$ cat src/rtl/fpnew_req_arbiter_pkg.sv
// Shared types for the fpnew request arbiter: FPU control word layout and arbiter FSM states.
package fpnew_arb_pkg;

    typedef struct packed {
        logic [2:0] round_mode;
        logic [3:0] op;
        logic       op_mod;
        logic       vectorial_op;
        logic [2:0] fp_fmt;
        logic [2:0] fp_fmt2;
        logic [1:0] int_fmt;
        logic [6:0] prec_ctl;
    } fpu_ctrl_t;

    localparam int CTRL_W = $bits(fpu_ctrl_t);

    typedef enum logic [1:0] {
        IDLE  = 2'd0,
        BUSY  = 2'd1,
        FLUSH = 2'd2
    } arb_state_e;

endpackage

$ cat src/rtl/fpnew_req_arbiter_if.sv
// Requester-side and FPU-side handshake bundle of the arbiter; slave = arbiter view, master = environment view.
interface fpnew_req_arbiter_if #(
    parameter int WIDTH   = 64,
    parameter int NUM_REQ = 4
);
    import fpnew_arb_pkg::*;

    localparam int IDW = $clog2(NUM_REQ);

    logic [NUM_REQ-1:0]         req_valid_i;
    logic [NUM_REQ-1:0]         req_ready_o;
    logic [NUM_REQ*3*WIDTH-1:0] req_operands_i;
    logic [NUM_REQ*CTRL_W-1:0]  req_ctrl_i;
    logic                       flush_i;
    logic [NUM_REQ-1:0]         rsp_valid_o;
    logic [NUM_REQ-1:0]         rsp_ready_i;
    logic [WIDTH-1:0]           rsp_z_o;
    logic [4:0]                 rsp_status_o;
    logic [3*WIDTH-1:0]         fpu_operands_o;
    logic [CTRL_W-1:0]          fpu_ctrl_o;
    logic [IDW-1:0]             fpu_tag_o;
    logic                       fpu_in_vld_o;
    logic                       fpu_in_rdy_i;
    logic                       fpu_flush_o;
    logic [WIDTH-1:0]           fpu_z_i;
    logic [4:0]                 fpu_status_i;
    logic [IDW-1:0]             fpu_tag_i;
    logic                       fpu_out_vld_i;
    logic                       fpu_out_rdy_o;

    modport slave (
        input  req_valid_i, req_operands_i, req_ctrl_i, flush_i, rsp_ready_i,
               fpu_in_rdy_i, fpu_z_i, fpu_status_i, fpu_tag_i, fpu_out_vld_i,
        output req_ready_o, rsp_valid_o, rsp_z_o, rsp_status_o, fpu_operands_o,
               fpu_ctrl_o, fpu_tag_o, fpu_in_vld_o, fpu_flush_o, fpu_out_rdy_o
    );

    modport master (
        output req_valid_i, req_operands_i, req_ctrl_i, flush_i, rsp_ready_i,
               fpu_in_rdy_i, fpu_z_i, fpu_status_i, fpu_tag_i, fpu_out_vld_i,
        input  req_ready_o, rsp_valid_o, rsp_z_o, rsp_status_o, fpu_operands_o,
               fpu_ctrl_o, fpu_tag_o, fpu_in_vld_o, fpu_flush_o, fpu_out_rdy_o
    );

endinterface

$ cat src/rtl/fpnew_req_arbiter_rr.sv
// Round-robin picker: first eligible index after the last accepted one; pointer moves only on accept.
module fpnew_rr_arbiter #(
    parameter int NUM_REQ = 4
) (
    input  logic                       clk,
    input  logic                       rst_n,
    input  logic [NUM_REQ-1:0]         elig,
    input  logic                       accept,
    output logic [NUM_REQ-1:0]         grant,
    output logic [$clog2(NUM_REQ)-1:0] win_idx,
    output logic                       any_elig
);

    localparam int IDW = $clog2(NUM_REQ);

    logic [IDW-1:0] ptr_reg;

    always_comb begin
        int j;
        j        = 0;
        grant    = '0;
        win_idx  = '0;
        any_elig = 1'b0;
        for (int off = 1; off <= NUM_REQ; off++) begin
            j = int'(ptr_reg) + off;
            if (j >= NUM_REQ) j = j - NUM_REQ;
            if (!any_elig && elig[j]) begin
                any_elig = 1'b1;
                grant[j] = 1'b1;
                win_idx  = IDW'(j);
            end
        end
    end

    always_ff @(posedge clk or negedge rst_n) begin
        if (!rst_n) begin
            ptr_reg <= IDW'(NUM_REQ - 1);
        end else if (accept) begin
            ptr_reg <= win_idx;
        end
    end

endmodule

$ cat src/rtl/fpnew_req_arbiter.sv
// Shares one FPU between NUM_REQ requesters: credit-limited round-robin issue, tag-routed results.
// Optional FPNEW_ARB_PERF_EN adds saturating per-requester issued-op counters on perf_issued_o.
module fpnew_req_arbiter
    import fpnew_arb_pkg::*;
#(
    parameter int WIDTH   = 64,
    parameter int NUM_REQ = 4,
    parameter int MAX_OUT = 4
) (
    input  logic                clk_i,
    input  logic                rst_ni,
    fpnew_req_arbiter_if.slave  bus
`ifdef FPNEW_ARB_PERF_EN
    ,
    output logic [NUM_REQ*32-1:0] perf_issued_o
`endif
);

    localparam int IDW = $clog2(NUM_REQ);
    localparam int CW  = $clog2(MAX_OUT + 1);
    localparam int OPW = 3 * WIDTH;

    arb_state_e         state_reg;
    logic               run_reg;
    logic [OPW-1:0]     ops_reg;
    logic [CTRL_W-1:0]  ctrl_reg;
    logic [IDW-1:0]     tag_reg;
    logic [CW-1:0]      cnt_reg [NUM_REQ];

    logic [NUM_REQ-1:0] elig, grant, tag_hit, res_dec, acc_vec;
    logic [IDW-1:0]     win_idx;
    logic               any_elig, can_load, open_gate, accept, ret_live, discard;
    logic [OPW-1:0]     sel_ops;
    logic [CTRL_W-1:0]  sel_ctrl;

    // run_reg keeps every combinational handshake output low while reset is held.
    assign can_load  = (state_reg == IDLE) || ((state_reg == BUSY) && bus.fpu_in_rdy_i);
    assign open_gate = run_reg && can_load && !bus.flush_i;
    assign accept    = open_gate && any_elig;
    assign ret_live  = run_reg && (state_reg != FLUSH) && !bus.flush_i;
    assign discard   = (state_reg == FLUSH) || bus.flush_i;

    assign bus.req_ready_o    = open_gate ? grant : '0;
    assign acc_vec            = bus.req_valid_i & bus.req_ready_o;
    assign bus.rsp_z_o        = bus.fpu_z_i;
    assign bus.rsp_status_o   = bus.fpu_status_i;
    assign bus.fpu_out_rdy_o  = run_reg && (discard || |(bus.rsp_ready_i & tag_hit));
    assign bus.fpu_operands_o = ops_reg;
    assign bus.fpu_ctrl_o     = ctrl_reg;
    assign bus.fpu_tag_o      = tag_reg;
    assign bus.fpu_in_vld_o   = (state_reg == BUSY);
    assign bus.fpu_flush_o    = (state_reg == FLUSH);

    fpnew_rr_arbiter #(.NUM_REQ(NUM_REQ)) u_rr (
        .clk      (clk_i),
        .rst_n    (rst_ni),
        .elig     (elig),
        .accept   (accept),
        .grant    (grant),
        .win_idx  (win_idx),
        .any_elig (any_elig)
    );

    always_comb begin
        sel_ops  = '0;
        sel_ctrl = '0;
        for (int i = 0; i < NUM_REQ; i++) begin
            if (grant[i]) begin
                sel_ops  = bus.req_operands_i[i*OPW +: OPW];
                sel_ctrl = bus.req_ctrl_i[i*CTRL_W +: CTRL_W];
            end
        end
    end

    for (genvar gi = 0; gi < NUM_REQ; gi++) begin : g_req
        assign tag_hit[gi]         = (bus.fpu_tag_i == IDW'(gi));
        assign elig[gi]            = bus.req_valid_i[gi] && (cnt_reg[gi] < CW'(MAX_OUT));
        assign bus.rsp_valid_o[gi] = ret_live && bus.fpu_out_vld_i && tag_hit[gi];
        assign res_dec[gi]         = bus.rsp_valid_o[gi] && bus.rsp_ready_i[gi];

        always_ff @(posedge clk_i or negedge rst_ni) begin
            if (!rst_ni) begin
                cnt_reg[gi] <= '0;
            end else if (bus.flush_i) begin
                cnt_reg[gi] <= '0;
            end else if (acc_vec[gi] && !res_dec[gi]) begin
                cnt_reg[gi] <= cnt_reg[gi] + CW'(1);
            end else if (!acc_vec[gi] && res_dec[gi] && (cnt_reg[gi] != '0)) begin
                cnt_reg[gi] <= cnt_reg[gi] - CW'(1);
            end
        end

        a_no_underflow: assert property (@(posedge clk_i) disable iff (!rst_ni)
            !(res_dec[gi] && (cnt_reg[gi] == '0)));
    end

    always_ff @(posedge clk_i or negedge rst_ni) begin
        if (!rst_ni) begin
            state_reg <= IDLE;
            run_reg   <= 1'b0;
            ops_reg   <= '0;
            ctrl_reg  <= '0;
            tag_reg   <= '0;
        end else begin
            run_reg <= 1'b1;
            if (bus.flush_i) begin
                state_reg <= FLUSH;
                ops_reg   <= '0;
                ctrl_reg  <= '0;
                tag_reg   <= '0;
            end else begin
                if (accept) begin
                    ops_reg  <= sel_ops;
                    ctrl_reg <= sel_ctrl;
                    tag_reg  <= win_idx;
                end
                case (state_reg)
                    IDLE:    if (accept) state_reg <= BUSY;
                    BUSY:    if (bus.fpu_in_rdy_i && !accept) state_reg <= IDLE;
                    FLUSH:   state_reg <= IDLE;
                    default: state_reg <= IDLE;
                endcase
            end
        end
    end

`ifdef FPNEW_ARB_PERF_EN
    logic [31:0] perf_reg [NUM_REQ];

    for (genvar gi = 0; gi < NUM_REQ; gi++) begin : g_perf
        // Flush does not clear these; only reset does.
        always_ff @(posedge clk_i or negedge rst_ni) begin
            if (!rst_ni) begin
                perf_reg[gi] <= '0;
            end else if (acc_vec[gi] && (perf_reg[gi] != 32'hFFFF_FFFF)) begin
                perf_reg[gi] <= perf_reg[gi] + 32'd1;
            end
        end
        assign perf_issued_o[gi*32 +: 32] = perf_reg[gi];
    end
`endif

endmodule

$ cat src/flat_wrapper.sv
// flat-port wrapper written by rule: the top's interface ports become plain ports
module fpnew_req_arbiter_flat import fpnew_arb_pkg::*;
#(
    parameter int WIDTH   = 64,
    parameter int NUM_REQ = 4,
    parameter int MAX_OUT = 4
)
  (clk_i, rst_ni, bus_req_valid_i, bus_req_operands_i, bus_req_ctrl_i, bus_flush_i, bus_rsp_ready_i, bus_fpu_in_rdy_i, bus_fpu_z_i, bus_fpu_status_i, bus_fpu_tag_i, bus_fpu_out_vld_i, bus_req_ready_o, bus_rsp_valid_o, bus_rsp_z_o, bus_rsp_status_o, bus_fpu_operands_o, bus_fpu_ctrl_o, bus_fpu_tag_o, bus_fpu_in_vld_o, bus_fpu_flush_o, bus_fpu_out_rdy_o);
  fpnew_req_arbiter_if #(.WIDTH(WIDTH), .NUM_REQ(NUM_REQ)) bus_i ();
  input  logic clk_i;
  input  logic rst_ni;
  input wire logic [$bits(bus_i.req_valid_i)-1:0] bus_req_valid_i;
  input wire logic [$bits(bus_i.req_operands_i)-1:0] bus_req_operands_i;
  input wire logic [$bits(bus_i.req_ctrl_i)-1:0] bus_req_ctrl_i;
  input wire logic [$bits(bus_i.flush_i)-1:0] bus_flush_i;
  input wire logic [$bits(bus_i.rsp_ready_i)-1:0] bus_rsp_ready_i;
  input wire logic [$bits(bus_i.fpu_in_rdy_i)-1:0] bus_fpu_in_rdy_i;
  input wire logic [$bits(bus_i.fpu_z_i)-1:0] bus_fpu_z_i;
  input wire logic [$bits(bus_i.fpu_status_i)-1:0] bus_fpu_status_i;
  input wire logic [$bits(bus_i.fpu_tag_i)-1:0] bus_fpu_tag_i;
  input wire logic [$bits(bus_i.fpu_out_vld_i)-1:0] bus_fpu_out_vld_i;
  output wire logic [$bits(bus_i.req_ready_o)-1:0] bus_req_ready_o;
  output wire logic [$bits(bus_i.rsp_valid_o)-1:0] bus_rsp_valid_o;
  output wire logic [$bits(bus_i.rsp_z_o)-1:0] bus_rsp_z_o;
  output wire logic [$bits(bus_i.rsp_status_o)-1:0] bus_rsp_status_o;
  output wire logic [$bits(bus_i.fpu_operands_o)-1:0] bus_fpu_operands_o;
  output wire logic [$bits(bus_i.fpu_ctrl_o)-1:0] bus_fpu_ctrl_o;
  output wire logic [$bits(bus_i.fpu_tag_o)-1:0] bus_fpu_tag_o;
  output wire logic [$bits(bus_i.fpu_in_vld_o)-1:0] bus_fpu_in_vld_o;
  output wire logic [$bits(bus_i.fpu_flush_o)-1:0] bus_fpu_flush_o;
  output wire logic [$bits(bus_i.fpu_out_rdy_o)-1:0] bus_fpu_out_rdy_o;
  assign bus_i.req_valid_i = bus_req_valid_i;
  assign bus_i.req_operands_i = bus_req_operands_i;
  assign bus_i.req_ctrl_i = bus_req_ctrl_i;
  assign bus_i.flush_i = bus_flush_i;
  assign bus_i.rsp_ready_i = bus_rsp_ready_i;
  assign bus_i.fpu_in_rdy_i = bus_fpu_in_rdy_i;
  assign bus_i.fpu_z_i = bus_fpu_z_i;
  assign bus_i.fpu_status_i = bus_fpu_status_i;
  assign bus_i.fpu_tag_i = bus_fpu_tag_i;
  assign bus_i.fpu_out_vld_i = bus_fpu_out_vld_i;
  assign bus_req_ready_o = bus_i.req_ready_o;
  assign bus_rsp_valid_o = bus_i.rsp_valid_o;
  assign bus_rsp_z_o = bus_i.rsp_z_o;
  assign bus_rsp_status_o = bus_i.rsp_status_o;
  assign bus_fpu_operands_o = bus_i.fpu_operands_o;
  assign bus_fpu_ctrl_o = bus_i.fpu_ctrl_o;
  assign bus_fpu_tag_o = bus_i.fpu_tag_o;
  assign bus_fpu_in_vld_o = bus_i.fpu_in_vld_o;
  assign bus_fpu_flush_o = bus_i.fpu_flush_o;
  assign bus_fpu_out_rdy_o = bus_i.fpu_out_rdy_o;
  fpnew_req_arbiter #(.WIDTH(WIDTH), .NUM_REQ(NUM_REQ), .MAX_OUT(MAX_OUT)) u_core (.clk_i(clk_i), .rst_ni(rst_ni), .bus(bus_i));
endmodule
$ cat config.mk
export PLATFORM = sky130hd
export DESIGN_NAME = fpnew_req_arbiter_flat
export DESIGN_NICKNAME = d
export VERILOG_FILES = /design/src/rtl/fpnew_req_arbiter_pkg.sv /design/src/rtl/fpnew_req_arbiter_if.sv /design/src/rtl/fpnew_req_arbiter_rr.sv /design/src/rtl/fpnew_req_arbiter.sv /design/src/flat_wrapper.sv
export SDC_FILE = /design/constraint.sdc
export NUM_CORES = 1
export LEC_CHECK = 0
export BUFFER_PORTS_ARGS = -buffer_cell sky130_fd_sc_hd__buf_2
export CORE_AREA = 3 3 481 483
export DETAILED_ROUTE_END_ITERATION = 7
export DIE_AREA = 0 0 484 486
export PLACE_DENSITY_LB_ADDON = 0.1
export SLEW_MARGIN = 10
export SYNTH_ARGS = -nofsm -noshare
export SYNTH_HDL_FRONTEND = slang
export SYNTH_SLANG_ARGS = --single-unit
$ cat constraint.sdc
create_clock -name clk_i -period 5.4 [get_ports clk_i]
set_input_delay 0.81 -clock clk_i [delete_from_list [all_inputs] [get_ports clk_i]]
set_output_delay 0.81 -clock clk_i [all_outputs]
set_load 0.005 [all_outputs]
Word level (Yosys, flattened, before mapping):

Index checks and enable logic that the tools add are counted.

* register bits: 235
* bits of input ports: 948
* output and inout bits: 298
* word-level logic and storage cells: 191

* $add $sub $neg: 16
* order comparisons: 16
* equality and inequality tests: 8
* mux-type cells: 67
* bitwise logic cells: 5
* reductions and logical operators: 69

Operators by type and width (count)
* 2-to-1 mux 192 bit: 6
* 2-to-1 mux 24 bit: 6
* greater-or-equal comparator 32 x 1 -> 1 bit (second input constant): 4
* < comparator 32 x 4 -> 1 bit (second input constant): 4
* 2-to-1 mux 32 bit: 4
* logical AND 1 bit: 40
* 2-to-1 mux 3 bit: 12
* greater-or-equal comparator 32 x 4 -> 1 bit (second input constant): 1
* subtractor 32 x 4 -> 32 bit (second input constant): 1
* nonzero test 3 bit: 8
* 2-to-1 mux 4 bit: 5
* 2-to-1 mux 2 bit: 9
* 2-to-1 mux 1 bit: 16
* logical NOT 1 bit: 13
* adder 3 x 1 -> 3 bit (second input constant): 4
* < comparator 3 bit (second input constant): 4
* bitwise OR 4 bit: 3
* subtractor 3 x 1 -> 3 bit (second input constant): 4
* bitwise AND 4 bit: 2
* binary-select mux 1 bit (select 2 bit): 4
* demux 1 bit (select 2 bit): 4
* subtractor 3 x 3 -> 4 bit (second input constant): 2
* adder 2 x 2 -> 3 bit (second input constant): 2
* == test 2 bit (second input constant): 3
* 14 further kinds: 20

Logic depth before layout (Yosys ltp):

* depth after elaboration: 24
* depth in mapped cells: 13
* depth with buffers taken out: 13

Modules after synthesis:

Synthesis repeated with hierarchy kept, for this count alone.

* cell total of the unflattened synthesis: 1993
* area total of the unflattened synthesis: 16529.6 um^2

Modules (own cells, without submodules)
* fpnew_req_arbiter: times used 1, cells each 1937, area an instance 16011.6 um^2, sequential area each 5830.6 um^2
* fpnew_rr_arbiter: times used 1, cells each 56, area an instance 518.0 um^2, sequential area each 52.6 um^2

Least setup slack after synthesis:

Ideal clock, no wire load.

* path kind: flip-flop to output port
* start: register u_core.u_rr.ptr_reg[0]
* end: output bus_req_ready_o[1]
* arrival: 2961 ps
* data required time: 4590 ps
* setup slack: 1629 ps
* cell stages (with the launch flop): 11
* path buffers: 3
* path through: dfstp_2 clkinv_1 ha_1 mux4_2 and2_0 a2111o_1 or2_4 buf_6 buf_6 buf_6 and2_1

* longest elaborated chain between the ends: 17
* elaborated cells between the ends (all ways): 65
* classes of those cells: add/sub: 8; order compare: 12; mux: 32; bitwise: 3; reduce/logical: 10

Ends and longest elaborated chain
* start, declared: RTL line fpnew_req_arbiter_rr.sv:16 `logic [IDW-1:0] ptr_reg;`
* start signal, assigned: RTL line fpnew_req_arbiter_rr.sv:37 `ptr_reg <= IDW'(NUM_REQ - 1);`
* start signal, assigned: RTL line fpnew_req_arbiter_rr.sv:39 `ptr_reg <= win_idx;`
* branches (longest 15 deep; another with subtractor 32 x 4 -> 32 bit)
* 2-to-1 mux 4 bit (*): RTL line fpnew_req_arbiter_rr.sv:27 `if (!any_elig && elig[j]) begin`
* 2-to-1 mux 4 bit (*): RTL line fpnew_req_arbiter.sv:43 `assign bus.req_ready_o = open_gate ? grant : '0;`
* end, declared: RTL line flat_wrapper.sv:22 `output wire logic [$bits(bus_i.req_ready_o)-1:0] bus_req_ready_o;`

Mark *: on every way between the ends. The select of a mux whose other input is x is not followed.

Final worst setup path:

* start: register u_core.u_rr.ptr_reg[0]
* end: output bus_req_ready_o[3]

Same word-level chain as after synthesis.

==> flow_summary.ini <==
[pwr]
combPwrFrac_pct = 61.2
peakVddDrop_v = 0.000393
power.leakage_nw = 10.5
power.internal_w = 0.00698
finalPower_w = 0.0140
clock_power_share_pct = 18.4
p_seq_share_pct = 20.4
p_sw_w = 0.00707
p_sw_share_pct = 50.3
powerDensity_nw_per_um2 = 560

[routing]
wl_met1_um = 61000
dr.pass1.iters = 5
top_layer = met5
vias = 18526
avgViaCountPerCell = 3.33
wl_met3_um = 13900
drtAntennaViolNets = 0
drt-initial-drc-count = 1017
wl_met2_um = 68500
drc_errors = 0
post_drt_wl_per_cell_um = 26.6
wl_um = 148000

[clock_tree]
cts_tree = done
hold_buffers = 0
cts-root-buf = clkbuf_16
htreeDepth = 2
clk_path_buf_depth = 3
clkLatencyLatePin_ns = 0.61
clk_pin_slew_ns = 0.05
numClockSinks = 235
post_cts_buffers = 0
post_cts_resized = 0
cts_made_buffers = 40

[run_status]
status = complete, no violations

[worst_setup_path]
r2r_start = u_core.u_rr.ptr_reg[0]
crit_arrival_ns = 4.02
cp_slowest_cell = dfstp_2
cpPeakStageDelay_ns = 0.72
critical_path_class = reg2out
cp_max_fo = 37
crit_cells = 8
worstSetupStartpoint = u_core.u_rr.ptr_reg[0]
cp-start-kind = flip-flop
r2r_cells = 10
r2r_end = u_core.bus.fpu_operands_o[190]
endpoint = bus_req_ready_o[3]
end_kind = primary output
r2r_setup_slack_ns = 0.71
crit_buf_inv = 3
path_cells = clkinv_1 -> ha_1 -> mux4_2 -> and2_1 -> a2111oi_2 -> a21oi_4 -> buf_12 -> buf_2
crit_required_ns = 4.59
critPathTopFamily = buffers and inverters

[sta]
worst_slew_margin_rel_pct = 29.1
tightest_slew_ns = 1.06
skew_ns = 0.0285
max_freq_mhz = 207
fin_setup_tns_ns = 0
hold_slack_ns = 0.232
hold_viol_final = 0
period_share_pct = 89.5
setup_viol = 0
fin_ws_ns = 0.565
final_max_slew_viol_count = 0
min_period_ns = 4.83
grt_setup_unrepaired = false

[grt]
grt_overflow = 0
grt_pass1_vias = 19693
grt_max_degree = 94
grt_first_pass_wirelength_um = 193000
grt_use_total_pct = 12.0
antenna_found_initial = 125

[placed_design]
gp_congestion = 0.812
hpwlAfterDp_um = 120000
dp_slack_ns = 0.900
place_inst = 5476
portBuffers = 1107

[synth]
postSynthCellCount = 1550
ys.flop_type = dfrtp_1
synthesis.area_um2 = 15200
avgSynthCellArea_um2 = 9.78
yosys_warnings = 0
synth-seq-area-share_pct = 38.8
syn-num-nets = 2509
synth.distinct_cells = 64
synth_edf_count = 0
ys_seq_elements = 235
async_reset_ff_share_pct = 100

[floorplan]
io_pins = 1246
core_area_um2 = 227000
die_h_um = 486
dieArea_um2 = 235000
initial_core_util_pct = 6.67
die_w_um = 484
num_rows = 175

[worst_hold_path]
hp-class = in2async

[finish]
finalNetCount = 3468
largest_reg_flops = 192
final_common_cell = buf_2
drive_gt1_share_pct = 53.5
final_cell_count_no_fill = 5560
final_cell_mix = buf_2, o21ai_0, dfrtp_1, a22oi_1, o21ai_1
area_delta_synth_final_pct = 65.3

[flow_run]
cap_viol_max_count = 0
## kinds of logic (layout without fill, tap and decap cells)
kind of cell / Yosys count / after routing / share of synthesized area (%)
AOI/OAI and AO/OA: 928 / 928 / 45.9
buffers and inverters: 256 / 1237 / 9.48
DFF: 235 / 235 / 38.8
and+or+nand+nor: 111 / 111 / 4.03
adders and majority gates: 11 / 11 / 1.11
muxes: 5 / 5 / 0.495
xor gates and xnor gates: 3 / 3 / 0.173
other: 1 / 21 / 0.0247
## power by group through the flow
stage	logic, W	clock network (W)	registers (W)
finish	0.00860	0.00259	0.00286
detailed placement	0.00887	0	0.00288
floorplan	0.00496	0	0.00280
global route	0.00932	0.00280	0.00294
CTS	0.00888	0.00277	0.00288
global placement	0.00893	0	0.00291
## Yosys cell counts (all sizes together), types with 3 or more instances
master | instances | share of area, %
o21ai | 441 | 15
dfrtp | 233 | 38
a221oi | 219 | 18
a22oi | 216 | 11
buf | 141 | 6.6
clkbuf | 104 | 2.6
nor2 | 20 | 0.56
a21oi | 17 | 0.56
nand2 | 15 | 0.37
nor3 | 15 | 0.50
nand3 | 11 | 0.36
inv | 10 | 0.25
nand4 | 8 | 0.33
nor2b | 8 | 0.33
and2 | 7 | 0.29
ha | 7 | 0.58
nand2b | 7 | 0.29
a211oi | 6 | 0.46
and3 | 5 | 0.21
o211ai | 5 | 0.25
fa | 4 | 0.53
nor3b | 4 | 0.23
mux2i | 3 | 0.20
or3 | 3 | 0.12
xnor2 | 3 | 0.17
## stage by stage
stage	util (%)	area (µm²)
after floorplan	-	15200
after global placement	10.5	23800
after detailed placement	10.5	23800
after CTS	11.0	25000
after global routing	11.0	25000
final	11.0	25100
## how the worst min path moves through the flow
| stage | endpoint | slack [ns] | cells past startpoint |
|---|---|---|---|
| 6_report | u_core.bus.fpu_operands_o[182] | 0.23 | 1 |
| 5_1_grt | u_core.bus.fpu_operands_o[182] | 0.24 | 1 |
| 4_1_cts | u_core.bus.fpu_operands_o[142] | 0.20 | 1 |
| 3_5_place_dp | u_core.bus.fpu_operands_o[142] | 0.49 | 2 |
| 3_3_place_gp | u_core.bus.fpu_operands_o[124] | 0.50 | 2 |
| 2_1_floorplan | u_core.cnt_reg[2] | 0.49 | 1 |
## routing by layer
metal	up-vias	GRT usage [%]
met1	9038	14.4
met4	90	3.27
met2	1009	19.7
met3	260	4.93
met5	-	0
li1	8129	-
## layout make-up
class	instances	area, µm²
Multi-Input combinational cell	1059	7880
Timing Repair Buffer	1162	6260
Fill cell	26559	202000
Inverter	11	41.3
Tap cell	3009	3760
Clock buffer	61	1140
Clock inverter	3	42.5
Sequential cell	235	5880
Antenna cell	20	50.0
No activity file was read; power rests on OpenSTA's default activity.
